`src/rtl/c432_bist_ctrl.sv`:
```
// BIST sequencer for the registered c432 wrapper.
// A 36-bit LFSR drives the wrapper inputs, and a 16-bit MISR compacts the wrapper outputs.
// When a run completes, the final signature is compared against a golden value.
module c432_bist_ctrl #(
  parameter int unsigned N_PATTERNS = 1024,
  parameter logic [35:0] LFSR_SEED  = 36'h000000001,
  parameter logic [15:0] MISR_SEED  = 16'h0000,
  parameter logic [15:0] GOLDEN_SIG = 16'h0000
) (
  input  logic        clk,
  input  logic        reset,
  input  logic        start,
  input  logic        abort,
  output logic [35:0] pat_out,
  input  logic [6:0]  resp_in,
  output logic        busy,
  output logic        done,
  output logic        pass,
  output logic [15:0] signature
);

  typedef enum logic [1:0] {StIdle, StApply, StDrain, StDone} state_e;

  // An all-zero seed would lock the LFSR, so substitute 1.
  localparam logic [35:0] SeedEff = (LFSR_SEED == 36'h0) ? 36'h1 : LFSR_SEED;
  localparam logic [15:0] LastPat = 16'(N_PATTERNS - 1);

  state_e      state_q;
  logic [35:0] lfsr_q;
  logic [15:0] misr_q;
  logic [15:0] pat_cnt_q;
  logic [1:0]  drain_cnt_q;
  logic [1:0]  vld_q;
  logic        busy_q;
  logic        done_q;
  logic        pass_q;

  logic [35:0] lfsr_next;
  logic [15:0] misr_next;
  logic        misr_fb;

  // Next-value functions for the pattern generator and the response compactor.
  always_comb begin
    lfsr_next = {lfsr_q[34:0], lfsr_q[35] ^ lfsr_q[24]};
    misr_fb   = misr_q[15] ^ misr_q[14] ^ misr_q[12] ^ misr_q[3];
    misr_next = {misr_q[14:0], misr_fb} ^ {9'b0, resp_in};
  end

  // Sequencer: controls state, the pattern and drain counters, the LFSR, the MISR and status.
  always_ff @(posedge clk or posedge reset) begin
    if (reset) begin
      state_q     <= StIdle;
      lfsr_q      <= '0;
      misr_q      <= '0;
      pat_cnt_q   <= '0;
      drain_cnt_q <= '0;
      vld_q       <= '0;
      busy_q      <= 1'b0;
      done_q      <= 1'b0;
      pass_q      <= 1'b0;
    end else begin
      // vld tracks the two-register latency through the wrapper.
      vld_q <= {vld_q[0], state_q == StApply};
      if (vld_q[1]) begin
        misr_q <= misr_next;
      end
      unique case (state_q)
        StIdle, StDone: begin
          if (start) begin
            state_q     <= StApply;
            lfsr_q      <= SeedEff;
            misr_q      <= MISR_SEED;
            pat_cnt_q   <= '0;
            drain_cnt_q <= '0;
            busy_q      <= 1'b1;
            done_q      <= 1'b0;
            pass_q      <= 1'b0;
          end
        end
        StApply: begin
          if (abort) begin
            // The partial signature is frozen, including any compaction due on this edge.
            state_q <= StIdle;
            vld_q   <= '0;
            misr_q  <= misr_q;
            busy_q  <= 1'b0;
          end else begin
            lfsr_q    <= lfsr_next;
            pat_cnt_q <= pat_cnt_q + 16'd1;
            if (pat_cnt_q == LastPat) begin
              state_q <= StDrain;
            end
          end
        end
        StDrain: begin
          if (abort) begin
            state_q <= StIdle;
            vld_q   <= '0;
            misr_q  <= misr_q;
            busy_q  <= 1'b0;
          end else if (drain_cnt_q == 2'd2) begin
            state_q <= StDone;
            busy_q  <= 1'b0;
            done_q  <= 1'b1;
            pass_q  <= (misr_q == GOLDEN_SIG);
          end else begin
            drain_cnt_q <= drain_cnt_q + 2'd1;
          end
        end
        default: state_q <= StIdle;
      endcase
    end
  end

  // Patterns are presented only while applying, so the wrapper sees zeros otherwise.
  assign pat_out   = (state_q == StApply) ? lfsr_q : '0;
  assign busy      = busy_q;
  assign done      = done_q;
  assign pass      = pass_q;
  assign signature = misr_q;

endmodule

```
`config.mk`:
```
export PLATFORM = sky130hd
export DESIGN_NAME = c432_bist_ctrl
export DESIGN_NICKNAME = d
export VERILOG_FILES = /design/src/rtl/c432_bist_ctrl.sv
export SDC_FILE = /design/constraint.sdc
export NUM_CORES = 1
export LEC_CHECK = 0
export CORE_MARGIN = 2
export CORE_UTILIZATION = 35
export CTS_CLUSTER_DIAMETER = 50
export DETAILED_ROUTE_END_ITERATION = 16
export SLEW_MARGIN = 20
export SYNTH_ARGS = -nofsm -noshare
export SYNTH_HDL_FRONTEND = slang
export SYNTH_SLANG_ARGS = --single-unit
```
`constraint.sdc`:
```
create_clock -name clk -period 4 [get_ports clk]
set_input_delay 1.2 -clock clk [delete_from_list [all_inputs] [get_ports clk]]
set_output_delay 1.2 -clock clk [all_outputs]
set_load 0.1 [all_outputs]
```
==> results.md <==
- Final worst path period need: 3.143 ns
- RSZ-0062 raised after global routing: no
- Reg clk slew, reported paths: 0.09 ns
- Reg2Reg Setup Slack: 1.47 ns
- Vias post-DR: 2770
- Main synth FF type: dfrtp_1
- Fin. Hold Viols: 0
- Clk_lat worst skew: 0.35 ns
- Vias in the first global route: 2693
- Sum Neg Setup Slack: 0 ns
- Startpoint Class: register
- # hold bufs at CTS: 0
- FF-to-FF path depth: 8
- Area grow syn2layout: 23.50%
- Critical path type: reg -> out
- Yosys top cell by area: dfrtp_1
- Filler Cell Count: 967
- CTS Buffer Depth: 2
- P per Cell Area: about 600 mW/mm^2
- Fin nets: between 400 and 500
- Iteration-0 DRC Markers: approximately 150
- Worst slew pin tran: 0.9795 ns
- Inst Count DP: 535
- Global Route Usage Sum: 14.88%
- Initial antenna violation count: 0
- Postcts setup bufs: 0
- Slowest stage delay, CP: between 1 and 1.5 ns
- Yosys Warn Count: 0
- First-pass GRT wire length: 13540 um
- # clock sinks: 77
- Post-route insts no fill: 551
- Largest net degree at the start of global routing: 48
- R2r startpoint: state_q[1]
- Syn nets: 366
- Die area: 0.01128 mm^2
- Critical path arrival: slightly below 2 ns
- Cells after Synth: 350
- Total Wirelength: roughly 8000 um
- #FFs+latches synth: 77
- Grt ovf: 0
- Maximum clock frequency: 0.3181 GHz
- LEAKAGE: between 2 and 2.5 nW
- Min-delay src: lfsr_q[21]
- Crit path capture: signature[1]
- Share of cells above drive strength 1: 18.31%
- Average cell area after synthesis: 10.45 um^2
- Worst Path Max Fanout: 4
- Critical path cell sequence: clkdlybuf4s50_1
- Critical path depth: 1
- Die Y: 106.2 um
- MaxCap Viol Count: 0
- Die boundary width: 106.2 um
- Library cells used by synthesis: 46
- HPWL after detailed placement: 5302 um
- Most common cell in the netlist: dfrtp_1
- Worst path bufs/invs: 1
- Htree depth: 3
- FF-to-FF End: pat_cnt_q[9]
- Commonest cells post-synth: 77 x dfrtp_1, 37 x a22o_1, 37 x and2_1, 29 x nand2_1, 20 x a21oi_1
- Cell with the biggest individual delay on the critical path: clkdlybuf4s50_1
- CP Capture Type: output port
- IO Count: 66
- Hold Crit Class: reg -> reg
- Max Clock Skew: approximately 0.012 ns
- Ys async rst share: 100.0%
- Final setup viols: 0
- Total CTS buffers: 9
- EDFF count, synth: 0
- Synth Cell Area: 0.003657 mm^2
- DR DRC count: 0
- Starting Density: approximately 36%
- Part of the cycle the worst path needs: 78.58%
- Worst path required time: 2.80 ns
- Gp weighted congestion: 0.7674
- Worst vdd ir: 0.2683 mV
- Vias per std cell: 5.027
- Area share of the largest cell type after synthesis: 52.69%
- Fin. max-slew vios: 0
- Post-route ant nets: 0
- Crit path from: signature[1]
- Max-slew headroom: 34.50%
- IO Port Bufs: 65
- Register area share after synthesis: 52.69%
- Floorplan row count: 37
- Antenna diode instance count: 0
- Status: complete, no violations
- Top cells by area, synth: dfrtp_1 53%, a22o_1 8.9%, and2_1 6.3%, nand2_1 3.0%, xnor2_1 2.9%
- Core ar.: 0.01023 mm^2
- Pre-antenna DRT Iters: 4
- Critical path's top delay family: buffers and inverters
- Post-CTS resize count: 0
- CTS tree: done
- WL per Instance: approximately 15 um
- CTS root buffer: clkbuf_8
-- cell type report --
cell class / count / area, um^2 / area share [%]
multi-input combinational: 241 / 1590 / 35.21
timing repair buffer: 71 / 610.6 / 13.52
tap: 136 / 170.2 / 3.767
clock inverter: 7 / 57.56 / 1.274
sequential: 77 / 1927 / 42.66
inverter: 10 / 37.54 / 0.8310
clock buffer: 9 / 123.9 / 2.742
-- per-stage QoR --
stage,power [mW],util (%),area [um^2],hold WS (ns),worst slack (ns)
4_1_cts,2.735,44.15,4517,0.5223,0.8339
3_3_place_gp,2.172,42.38,4335,0.4982,0.7464
2_1_floorplan,1.906,-,3657,0.4641,0.8333
3_5_place_dp,2.185,42.38,4335,0.5037,0.6785
5_1_grt,2.860,44.15,4517,0.5411,0.7982
6_report,2.706,44.15,4517,0.5185,0.8567
-- sequential cells by signal (all words and copies together) (netlist names) --
register / cells
busy: 1
done: 1
drain_cnt_q: 2
lfsr_q: 36
pass: 1
pat_cnt_q: 16
signature: 16
state_q: 2
vld_q: 2
-- per-layer routing --
| metal | up-vias | share of wire (%) | GRT usage (%) |
|---|---|---|---|
| li1 | 1360 | - | - |
| met1 | 1357 | 49 | 20.97 |
| met2 | 42 | 46 | 22.57 |
| met3 | 11 | 3.2 | 2.759 |
| met4 | 0 | 1.5 | 6.015 |
| met5 | - | 0 | 0 |
-- logic make-up after synthesis --
group | synth area share, %
fa+ha+maj | 1.711
compound gates | 17.48
mux | 0.5816
buf+inv | 4.003
flops | 52.69
xor+xnor | 3.832
simple gates | 19.71
-- power breakdown --
group	total [mW]	internal, mW	leakage (nW)	switching, mW
combinational	1.19	0.297	0.881	0.890
sequential	0.976	0.879	1.06	0.0978
clock	0.542	0.231	0.0824	0.310
total	2.71	1.41	2.02	1.30
-- worst min-delay path by stage --
stage | slack [ns] | end | depth (start not counted)
final | 0.52 | lfsr_q[22] | 1
after global routing | 0.54 | vld_q[1] | 1
after CTS | 0.52 | lfsr_q[22] | 1
after detailed placement | 0.50 | lfsr_q[32] | 1
after global placement | 0.50 | lfsr_q[32] | 1
after floorplan | 0.46 | lfsr_q[1] | 2
-- cells in the final DEF (no fill, tap or decap), drive strengths merged, types with 7 or more instances in the layout --
cell type,n
clkdlybuf4s50,26
buf,45
a21oi,21
nand3,9
inv,12
and2,38
nor2,16
o21ai,14
clkbuf,9
dfrtp,77
a22o,37
nand2,29
a211oi,7
xnor2,12
Power figures use the tool's default switching activity.
